`src/rtl/mddr_arbiter.sv`:
```
// Two-port Avalon-MM arbiter in front of the mDDR controller: round-robin grant,
// write-burst lock and an in-order read-return tracker that steers readdatavalid.
module mddr_arbiter #(
   parameter int unsigned AW          = 24,
   parameter int unsigned DW          = 32,
   parameter int unsigned BCW         = 4,
   parameter int unsigned OUTSTANDING = 8
) (
   input  logic              clk_clk,
   input  logic              reset_reset_n,

   input  logic [AW-1:0]     m0_address,
   input  logic              m0_read,
   input  logic              m0_write,
   input  logic [DW-1:0]     m0_writedata,
   input  logic [DW/8-1:0]   m0_byteenable,
   input  logic [BCW-1:0]    m0_burstcount,
   output logic              m0_waitrequest,
   output logic [DW-1:0]     m0_readdata,
   output logic              m0_readdatavalid,

   input  logic [AW-1:0]     m1_address,
   input  logic              m1_read,
   input  logic              m1_write,
   input  logic [DW-1:0]     m1_writedata,
   input  logic [DW/8-1:0]   m1_byteenable,
   input  logic [BCW-1:0]    m1_burstcount,
   output logic              m1_waitrequest,
   output logic [DW-1:0]     m1_readdata,
   output logic              m1_readdatavalid,

   output logic [AW-1:0]     s_address,
   output logic              s_read,
   output logic              s_write,
   output logic [DW-1:0]     s_writedata,
   output logic [DW/8-1:0]   s_byteenable,
   output logic [BCW-1:0]    s_burstcount,
   input  logic              s_waitrequest,
   input  logic [DW-1:0]     s_readdata,
   input  logic              s_readdatavalid,

   output logic              err_o
);

   localparam int unsigned PW = $clog2(OUTSTANDING);

   typedef enum logic [1:0] {StIdle, StGrant0, StGrant1, StWburst} state_e;

   state_e           state_q;
   logic             owner_q;
   logic             last_grant_q;
   logic [BCW-1:0]   wcnt_q;
   logic [BCW-1:0]   rcnt_q;
   logic [PW-1:0]    wptr_q;
   logic [PW-1:0]    rptr_q;
   logic [PW:0]      count_q;
   logic             err_q;
   logic [BCW:0]     fifo_mem [OUTSTANDING];

   logic             req0, req1, pick;
   logic             sel_read, sel_write;
   logic [BCW-1:0]   sel_bc;
   logic             granted, in_grant;
   logic             fifo_full, fifo_empty;
   logic             port_wait;
   logic             push, pop, wr_acc, beat;
   logic [BCW:0]     head;
   logic [BCW-1:0]   rem;

   assign req0 = m0_read | m0_write;
   assign req1 = m1_read | m1_write;
   // On a tie the port that did not win last time goes next.
   assign pick = (req0 & req1) ? ~last_grant_q : req1;

   assign sel_read  = owner_q ? m1_read       : m0_read;
   assign sel_write = owner_q ? m1_write      : m0_write;
   assign sel_bc    = owner_q ? m1_burstcount : m0_burstcount;

   assign granted    = (state_q != StIdle);
   assign in_grant   = (state_q == StGrant0) || (state_q == StGrant1);
   assign fifo_full  = (count_q == (PW+1)'(OUTSTANDING));
   assign fifo_empty = (count_q == '0);

   assign s_address    = owner_q ? m1_address    : m0_address;
   assign s_writedata  = owner_q ? m1_writedata  : m0_writedata;
   assign s_byteenable = owner_q ? m1_byteenable : m0_byteenable;
   assign s_burstcount = sel_bc;
   assign s_read       = in_grant & sel_read & ~fifo_full;
   assign s_write      = granted & sel_write;

   assign port_wait      = s_waitrequest | (sel_read & fifo_full);
   assign m0_waitrequest = (granted && !owner_q) ? port_wait : 1'b1;
   assign m1_waitrequest = (granted &&  owner_q) ? port_wait : 1'b1;

   assign push   = s_read & ~s_waitrequest;
   assign wr_acc = s_write & ~s_waitrequest;

   assign head = fifo_mem[rptr_q];
   assign beat = s_readdatavalid & ~fifo_empty;
   // rcnt_q == 0 means the head burst has not returned any beat yet.
   assign rem  = (rcnt_q == '0) ? head[BCW-1:0] : rcnt_q;
   assign pop  = beat & (rem <= BCW'(1));

   assign m0_readdata      = s_readdata;
   assign m1_readdata      = s_readdata;
   assign m0_readdatavalid = beat & ~head[BCW];
   assign m1_readdatavalid = beat &  head[BCW];
   assign err_o            = err_q;

   always_ff @(posedge clk_clk or negedge reset_reset_n) begin
      if (!reset_reset_n) begin
         state_q      <= StIdle;
         owner_q      <= 1'b0;
         last_grant_q <= 1'b1;
         wcnt_q       <= '0;
      end else begin
         unique case (state_q)
            StIdle: begin
               if (req0 | req1) begin
                  state_q      <= pick ? StGrant1 : StGrant0;
                  owner_q      <= pick;
                  last_grant_q <= pick;
               end
            end
            StGrant0, StGrant1: begin
               if (push) begin
                  state_q <= StIdle;
               end else if (wr_acc) begin
                  if (sel_bc <= BCW'(1)) begin
                     state_q <= StIdle;
                  end else begin
                     wcnt_q  <= sel_bc - BCW'(1);
                     state_q <= StWburst;
                  end
               end else if (!(sel_read | sel_write)) begin
                  state_q <= StIdle;
               end
            end
            StWburst: begin
               if (wr_acc) begin
                  if (wcnt_q <= BCW'(1)) begin
                     state_q <= StIdle;
                  end
                  wcnt_q <= wcnt_q - BCW'(1);
               end
            end
            default: state_q <= StIdle;
         endcase
      end
   end

   always_ff @(posedge clk_clk or negedge reset_reset_n) begin
      if (!reset_reset_n) begin
         wptr_q  <= '0;
         rptr_q  <= '0;
         count_q <= '0;
         rcnt_q  <= '0;
         err_q   <= 1'b0;
      end else begin
         if (push) wptr_q <= wptr_q + PW'(1);
         if (pop)  rptr_q <= rptr_q + PW'(1);
         if (push && !pop) count_q <= count_q + (PW+1)'(1);
         else if (!push && pop) count_q <= count_q - (PW+1)'(1);
         if (beat) rcnt_q <= pop ? '0 : rem - BCW'(1);
         if (s_readdatavalid && fifo_empty) err_q <= 1'b1;
      end
   end

   always_ff @(posedge clk_clk) begin
      if (push) fifo_mem[wptr_q] <= {owner_q, sel_bc};
   end

endmodule

```
`config.mk`:
```
export PLATFORM = sky130hd
export DESIGN_NAME = mddr_arbiter
export DESIGN_NICKNAME = d
export VERILOG_FILES = /design/src/rtl/mddr_arbiter.sv
export SDC_FILE = /design/constraint.sdc
export NUM_CORES = 1
export LEC_CHECK = 0
export CELL_PAD_IN_SITES_DETAIL_PLACEMENT = 1
export CELL_PAD_IN_SITES_GLOBAL_PLACEMENT = 1
export CORE_MARGIN = 3
export CORE_UTILIZATION = 25
export DETAILED_ROUTE_END_ITERATION = 16
export GPL_ROUTABILITY_DRIVEN = 0
export PLACE_DENSITY_LB_ADDON = 0.1
export SETUP_SLACK_MARGIN = 0.4
export SYNTH_ARGS = -nofsm -noshare
export SYNTH_HDL_FRONTEND = slang
export SYNTH_SLANG_ARGS = --single-unit
```
`constraint.sdc`:
```
create_clock -name clk_clk -period 10.3 [get_ports clk_clk]
set_input_delay 1.03 -clock clk_clk [delete_from_list [all_inputs] [get_ports clk_clk]]
set_output_delay 1.03 -clock clk_clk [all_outputs]
set_load 0.02 [all_outputs]
```
### Word level (Yosys, flattened, before mapping)

Memory sizes are Yosys's and may differ from the RTL's.
Index checks and enable logic that the tools add are counted.

| operators by class | value |
|---|---|
| add/subtract/negate cells | 7 |
| $mul | 0 |
| divide/modulo/power cells | 0 |
| order comparisons | 3 |
| equal/unequal tests | 11 |
| shift operators | 0 |
| mux-type cells | 29 |
| bitwise operators | 21 |
| reduce and logical (&&, ||, !) cells | 19 |

Operator list:

| cell | number |
|---|---|
| $mux 4 | 10 |
| $mux 32 | 1 |
| $mux 24 | 1 |
| $mux 2 | 8 |
| $sub 4x1->4 const B | 4 |
| $le 4x1->1 const B | 3 |
| $ne 2x2->1 const B | 6 |
| $and 1x1->1 | 11 |
| $logic_not 4->1 | 2 |
| $pmux 4 s2 | 1 |
| $mux 1 | 7 |
| $add 3x1->3 const B | 2 |
| $pmux 2 s3 | 1 |
| $reduce_bool 2->1 | 3 |
| $logic_and 1x1->1 | 5 |
| $not 1->1 | 5 |
| $or 1x1->1 | 5 |
| $reduce_and 5->1 | 1 |
| $add 4x1->4 const B | 1 |
| $eq 2x2->1 const B | 2 |
| $eq 4x4->1 const B | 1 |
| $ne 4x4->1 const B | 1 |
| $reduce_and 4->1 | 1 |
| $logic_not 1->1 | 3 |
| other kinds (5) | 5 |

| storage, ports and cells | value |
|---|---|
| bits in registers | 23 |
| latch bits | 0 |
| bits in writable memories | 40 |
| bits in read-only memories | 0 |
| input port bits | 168 |
| memories | 1 |

Memories:

| memory | depth | width | read ports | clocked after memory_dff | write ports | RTL line | RTL |
|---|---|---|---|---|---|---|---|
| fifo_mem | 8 | 5 | 1 | 0 | 1 | 58 | `logic [BCW:0] fifo_mem [OUTSTANDING];` |

### Longest topological paths before layout

Gate-level depths: netlist of run 1.

| logic depth | value |
|---|---|
| depth after elaboration | 9 |
| gate-level depth with buffers | 17 |
| mapped depth without buffers | 16 |

### Worst setup path before layout of run 1

OpenSTA, ideal clock, no wires.

| timing | value |
|---|---|
| path type | register to register |
| start point | reg rptr_q[0] |
| end point | reg count_q[3] |
| setup time | 0.125 ns |
| arrival time | 3.444 ns |
| required time | 10.175 ns |
| path slack | 6.730 ns |
| stages on the path, launching flop included | 17 |
| buffers on the path | 1 |
| clock period less this slack | 3.570 ns |
| cell sequence | dfrtp_1 > buf_4 > mux4_2 > mux2_2 > a21oi_1 > ha_1 > nor2_1 > a2111oi_4 > nand2_2 > ha_1 > inv_1 > ha_1 > a21o_1 > a21oi_1 > xnor2_1 > nor2_1 > xor2_1 |

| on the way | value |
|---|---|
| word-level cells in the longest chain between the ends | 7 |
| elaborated cells between the ends (all ways) | 9 |
| classes of those cells | 1 x order compare; 2 x mux; 1 x bitwise; 4 x reduce/logical; 1 x memory |

Ends and longest elaborated chain:

| what | RTL line | RTL |
|---|---|---|
| start: declaration | 55 | `logic [PW-1:0] rptr_q;` |
| start signal: assignment | 161 | `if (pop) rptr_q <= rptr_q + PW'(1);` |
| $mem_v2 8x5 * | -- |  |
| $mux 4 * | 101 | `assign rem = (rcnt_q == '0) ? head[BCW-1:0] : rcnt_q;` |
| $le 4x1->1 * | 102 | `assign pop = beat & (rem <= BCW'(1));` |
| $and 1x1->1 * | 102 |  |
| $logic_not 1->1 | 162 | `if (push && !pop) count_q <= count_q + (PW+1)'(1);` |
| $logic_and 1x1->1 | 162 |  |
| $mux 4 or $reduce_bool 2->1 (tied branches) | -- |  |
| end signal: assignment | 162 |  |
| end signal: assignment | 163 | `else if (!push && pop) count_q <= count_q - (PW+1)'(1);` |
| end: declaration | 56 | `logic [PW:0] count_q;` |

Mark *: on every way between the ends. The rest lies on a longest branch, timed or not.
A chain may end at the register's enable or synchronous reset.

### Worst setup path in the final report of run 1

Same ends and word-level chain as after synthesis.

==> flow_metrics.py, run 1 <==
metrics = {
    "status": {
        "status": "completed",
    },
    "global_route": {
        "grt.busiest_layer": "met2",
        "grt_pass1_vias": 3772,
        "grt_use_total": 0.166,
        "grt_overflow_total": 0,
        "grt_util_met2": 0.281,
        "grt_pass1_wl_mm": 23.2,
        "use_met3": 0.108,
        "grt_max_degree": 78,
        "antenna_found_initial": 3,
        "use_met1": 0.176,
    },
    "yosys": {
        "syn_area_per_cell_sq_um": 11.7,
        "synth_nets": 555,
        "yosysWarnings": 0,
        "yosys-top-cells-area": "edfxtp_1 28%, mux2_2 17%, dfrtp_1 13%",
        "synth_edf_count": 40,
        "netlist.top_cell.by_area": "edfxtp_1",
        "syn_area_sq_um": 4350,
        "synthTopCellsByCount": "66 x mux2_2, 65 x buf_4, 40 x edfxtp_1, 22 x dfrtp_1, 17 x nor2_1",
        "async_flop_share": 0.365,
        "post-synth-top-count-cell": "mux2_2",
        "yosys.area.top_type_share": 0.276,
        "synth.distinct_cells": 57,
        "synth_seq_cells": 63,
        "synth-seq-area-share": 0.409,
        "synth-main-ff-cell": "edfxtp_1",
        "synth_cells": 373,
    },
    "floorplan": {
        "coreArea_sq_um": 16800,
        "pin_count": 303,
        "die_height_um": 138,
        "die-area_sq_um": 19000,
        "initial_core_util": 0.259,
        "rows": 47,
        "die_x_um": 138,
    },
    "clocking": {
        "cts_setup_buffers": 0,
        "clock_latency_ns": 0.32,
        "cts_max_path_buffers": 2,
        "clk_root_buffer_cell": "clkbuf_16",
        "cts_resized": 0,
        "cts_buffers": 9,
        "h-tree-depth": 3,
        "clkSlewWorstSetupHoldPaths_ns": 0.05,
        "holdBufCountCts": 0,
        "numClockSinks": 63,
        "tritoncts": "done",
    },
    "setup_path": {
        "cp-end-kind": "flop",
        "arrival_ns": 4.35,
        "cpPeakStageDelay_ns": 0.83,
        "cp_cell_sequence": "mux4_2 > mux2_2 > a21oi_1 > ha_1 > nor2_1 > a2111oi_4 > nand2_2 > ha_1 > inv_1 > ha_1 > a21o_1 > a21oi_1 > xnor2_1 > nor2_1 > xor2_1",
        "startpoint_type": "flop",
        "path_buf_inv": 1,
        "r2r_slack_ns": 6.16,
        "critPathMaxFanout": 13,
        "critPathRequiredTime_ns": 10.50,
        "critPathKind": "flop to flop",
        "cp_top_family": "multiplexers",
        "crit_path_frequent_cell": "ha_1",
        "slowest_stage": "dfrtp_1",
    },
    "placed_design": {
        "io_buffers": 206,
        "place.detailed.hpwl_mm": 13.2,
        "place_inst": 724,
        "dpl_cell_area_sq_um": 6170,
    },
    "sta": {
        "max_slew_margin": 0.351,
        "finalCritPeriodShare": 0.402,
        "hold_viol_final": 0,
        "slew_viol_final": 0,
        "fin_crit_ns": 4.14,
        "final-setup-viol-count": 0,
        "rsz0062_at_grt": "false",
        "finalSetupTns_ns": 0,
        "max_freq_mhz": 241,
        "tightest_slew_ns": 0.974,
        "skew_ns": 0.00807,
    },
    "flow_run": {
        "max_cap_violations": 0,
    },
    "pwr": {
        "sequentialPowerShare": 0.293,
        "swShare": 0.385,
        "p_leak_nw": 2.37,
        "p_int_mw": 0.985,
        "p_per_area_nw_per_um2": 248,
        "clockPowerShare": 0.180,
        "p_comb_frac": 0.527,
        "ir_worst_vdd_mv": 0.107,
        "p_sw_mw": 0.616,
    },
    "worst_hold_path": {
        "hp-class": "flop to flop",
    },
    "cells_and_area": {
        "nets": 697,
        "fin_cells": 742,
        "layout-drive-gt1-share": 0.188,
        "fin_area_sq_um": 6450,
        "area_growth_pct": 48.4,
    },
    "detailed_routing": {
        "drtIter0Drc": 128,
        "drc": 0,
        "ant_nets": 0,
        "wire_per_inst_um": 21.4,
        "route.vias.total": 3359,
        "drt-total-wl_mm": 15.9,
        "vias_per_cell": 4.53,
        "drt_first_pass_iters": 4,
    },
}
==> logic make-up after synthesis <==
logic type / count (synthesis) / share of synthesized area
fa+ha+maj: 14 / 0.0420
buf+inv: 91 / 0.135
xor+xnor: 10 / 0.0201
flops: 63 / 0.409
simple gates: 69 / 0.0811
mux: 87 / 0.244
compound gates: 39 / 0.0690
==> flip-flops by register name (all words and copies together) (netlist names), 2 cells and up <==
register  flops
count_q       4
fifo_mem     40
rcnt_q        4
rptr_q        3
state_q       2
wcnt_q        4
wptr_q        3
==> power by group through the flow <==
stage | combinational [mW] | clock, mW | sequential (mW)
detailed placement | 0.854 | 0 | 0.479
global route | 0.914 | 0.304 | 0.488
finish | 0.843 | 0.288 | 0.469
floorplan | 0.625 | 0 | 0.384
CTS | 0.860 | 0.294 | 0.476
global placement | 0.845 | 0 | 0.474
==> layout by cell type, fill, tap and decap left out, types with 3 or more instances in the layout <==
| cell | Yosys | layout |
|---|---|---|
| xor2_1 | 3 | 3 |
| nor3_1 | 7 | 7 |
| nand2_1 | 13 | 13 |
| mux4_2 | 8 | 8 |
| mux2_2 | 66 | 66 |
| xnor2_1 | 7 | 7 |
| edfxtp_1 | 40 | 40 |
| inv_1 | 14 | 14 |
| nand3_1 | 4 | 4 |
| clkdlybuf4s50_1 | 0 | 206 |
| and2_1 | 3 | 3 |
| nand2b_1 | 7 | 7 |
| clkbuf_1 | 7 | 3 |
| nor2_1 | 17 | 17 |
| o21ai_1 | 4 | 4 |
| o21ai_0 | 9 | 9 |
| ha_1 | 13 | 13 |
| mux2i_1 | 10 | 10 |
| a21oi_1 | 5 | 5 |
| clkbuf_16 | 0 | 9 |
| dfrtp_1 | 22 | 21 |
==> layout make-up <==
class / count / area [sq um]
Fill cell: 1864 / 10400
Multi-Input combinational cell: 219 / 1980
Inverter: 15 / 56.3
Clock inverter: 4 / 46.3
Antenna cell: 2 / 5.00
Clock buffer: 12 / 236
Timing Repair Buffer: 207 / 2070
Tap cell: 220 / 275
Sequential cell: 63 / 1780
==> final timing paths <==
check / endpoint / cells past startpoint / from
worst max-delay path: count_q[3] / 15 / rptr_q[0]
worst min-delay path: err_o / 1 / err_o
worst max register to register: count_q[3] / 15 / rptr_q[0]
worst min register to register: err_o / 1 / err_o
max in group asynchronous: last_grant_q / 2 / reset_reset_n
min in group asynchronous: wcnt_q[0] / 2 / reset_reset_n
==> stage by stage <==
stage | utilization | setup WS, ns | power (mW) | hold WS (ns)
final | 0.384 | 6.16 | 1.60 | 0.472
after floorplan | - | 6.73 | 1.01 | 0.456
after CTS | 0.383 | 6.16 | 1.63 | 0.478
after global routing | 0.383 | 5.79 | 1.71 | 0.514
after global placement | 0.367 | 6.26 | 1.32 | 0.457
after detailed placement | 0.367 | 6.16 | 1.33 | 0.467
==> metal layers <==
layer,share of wire,up-vias
li1,-,1571
met1,0.35,1602
met2,0.50,158
met3,0.13,22
met4,0.0082,6
met5,0.0023,-
No activity file was read; power rests on OpenSTA's default activity.
==> run 2, diff against run 1 <==
--- a/config.mk
+++ b/config.mk
@@ -8,7 +8,7 @@
 export CELL_PAD_IN_SITES_DETAIL_PLACEMENT = 1
 export CELL_PAD_IN_SITES_GLOBAL_PLACEMENT = 1
 export CORE_MARGIN = 3
-export CORE_UTILIZATION = 25
+export CORE_UTILIZATION = 23
 export DETAILED_ROUTE_END_ITERATION = 16
 export GPL_ROUTABILITY_DRIVEN = 0
 export PLACE_DENSITY_LB_ADDON = 0.1
==> constraint.sdc (replaced) <==
create_clock -name clk_clk -period 3.8 [get_ports clk_clk]
set_input_delay 0.38 -clock clk_clk [delete_from_list [all_inputs] [get_ports clk_clk]]
set_output_delay 0.38 -clock clk_clk [all_outputs]
set_load 0.02 [all_outputs]
==> run 2 against run 1 <==
Sequential power increased by 140%. Combinational power increased to 3.2 times the previous value. Core utilization decreased by 1.9 points. Critical endpoint unchanged. Largest cell class unchanged.
==> flow_metrics.py, run 2 (synthesis results as in run 1) <==
metrics = {
    "detailed_routing": {
        "ant_nets": 0,
        "route.vias.total": 3446,
        "drt_first_pass_iters": 4,
        "drc": 0,
        "vias_per_cell": 4.53,
        "drtIter0Drc": 105,
        "wire_per_inst_um": 20.9,
        "drt-total-wl_mm": 15.9,
    },
    "setup_path": {
        "slowest_stage": "mux4_2",
        "reg2reg_from": "rptr_q[1]",
        "cp_top_family": "multiplexers",
        "critPathKind": "flop to flop",
        "cp-end-kind": "flop",
        "arrival_ns": 3.41,
        "crit_path_frequent_cell": "ha_4",
        "path_buf_inv": 1,
        "critPathMaxFanout": 5,
        "cpPeakStageDelay_ns": 0.53,
        "startpoint_type": "flop",
        "critPathRequiredTime_ns": 4.01,
        "cp_cell_sequence": "mux4_2 > mux2_4 > a21oi_4 > ha_4 > nor2_4 > a2111oi_4 > nand2_2 > ha_4 > inv_4 > ha_4 > a21o_1 > a21oi_2 > xnor2_1 > nor2_1 > xor2_1",
        "crit_start": "rptr_q[1]",
    },
    "pwr": {
        "p_per_area_nw_per_um2": 691,
        "ir_worst_vdd_mv": 0.228,
        "p_leak_nw": 2.46,
    },
    "worst_hold_path": {
        "hp-class": "flop to flop",
        "hp-start": "err_o",
    },
    "sta": {
        "hold_viol_final": 0,
        "max_slew_margin": 0.548,
        "finalCritPeriodShare": 0.842,
        "final-setup-viol-count": 0,
        "finalSetupTns_ns": 0,
        "rsz0062_at_grt": "true",
        "tightest_slew_ns": 0.676,
        "max_freq_mhz": 313,
        "slew_viol_final": 0,
        "skew_ns": 0.00637,
        "fin_crit_ns": 3.20,
    },
    "cells_and_area": {
        "area_growth_pct": 53.4,
        "fin_area_sq_um": 6670,
        "insertedDiodeCount": 0,
        "nets": 709,
        "layout_commonest_cell": "clkdlybuf4s50_1",
        "mostFrequentLayoutCells": "206 x clkdlybuf4s50_1, 64 x mux2_2, 40 x edfxtp_1, 19 x dfrtp_1, 16 x nor2_1",
        "largest_reg_flops": 40,
        "layout-drive-gt1-share": 0.231,
        "max_flop_register": "fifo_mem",
    },
    "clocking": {
        "cts_max_path_buffers": 2,
        "h-tree-depth": 3,
        "clk_root_buffer_cell": "clkbuf_16",
        "numClockSinks": 63,
        "cts_buffers": 9,
        "tritoncts": "done",
        "clkSlewWorstSetupHoldPaths_ns": 0.05,
        "clock_latency_ns": 0.33,
        "holdBufCountCts": 0,
    },
    "global_route": {
        "antenna_found_initial": 1,
        "grt_overflow_total": 0,
        "grt_use_total": 0.154,
        "grt_pass1_vias": 3827,
        "grt_max_degree": 39,
        "grt_pass1_wl_mm": 23.6,
    },
    "floorplan": {
        "die-area_sq_um": 20600,
        "die_x_um": 144,
        "rows": 49,
        "initial_core_util": 0.238,
        "coreArea_sq_um": 18300,
        "die_height_um": 144,
        "pin_count": 303,
    },
    "placed_design": {
        "dpl_cell_area_sq_um": 6340,
        "io_buffers": 206,
        "place.detailed.hpwl_mm": 13.4,
    },
    "flow_run": {
        "max_cap_violations": 0,
    },
    "status": {
        "status": "completed",
    },
}
[run 2: cell count changes in the layout (fill, tap and decap cells not counted), sizes merged]
cell    change
buf        +12
diode       -2
clkbuf      +1
clkinv      -1
[run 2: layout make-up]
class | instances | area, sq um
well taps | 229 | 287
repair buffers | 219 | 2160
clock buffers | 13 | 260
flip-flops and latches | 63 | 1780
fillers | 2010 | 11600
multi-input cells | 219 | 2080
clock inverters | 3 | 42.5
inverters | 15 | 58.8
[run 2: repair_timing]
item	CTS	global route
endpoints found under the setup margin	1	2
buffers inserted	0	2
pin swaps	0	4
gates resized for setup	1	3
[run 2: per-stage QoR]
stage | hold slack (ns) | utilization | setup slack, ns | cells | power, mW
floorplan | 0.0844 | - | 0.411 | 373 | 2.85
global placement | 0.452 | 0.347 | 0.425 | 743 | 3.77
detailed placement | 0.447 | 0.347 | 0.361 | 743 | 3.82
CTS | 0.462 | 0.364 | 0.411 | 759 | 4.68
global route | 0.487 | 0.365 | 0.386 | 761 | 4.92
finish | 0.455 | 0.365 | 0.602 | 761 | 4.61
[run 2: final timing paths]
kind	end	slack (ns)	cells after the start
max reg2reg	count_q[3]	0.60	15
max in group asynchronous	rptr_q[1]	2.66	2
min in group asynchronous	rptr_q[0]	0.47	1
min reg2reg	err_o	0.45	1
max	count_q[3]	0.60	15
min	err_o	0.45	1
[run 2: layer usage]
| metal | track usage | wire, um | part of all wire | vias to the layer above |
|---|---|---|---|---|
| met3 | 0.0865 | 1700 | 0.11 | 20 |
| met5 | 0 | 12 | 0.00075 | - |
| met4 | 0.0377 | 258 | 0.016 | 2 |
| met2 | 0.268 | 8210 | 0.52 | 166 |
| met1 | 0.163 | 5750 | 0.36 | 1662 |
| li1 | - | - | - | 1596 |
[run 2: power by group]
part,switching [mW],internal (mW)
registers,0.189,0.930
logic,1.30,1.36
clock network,0.289,0.542
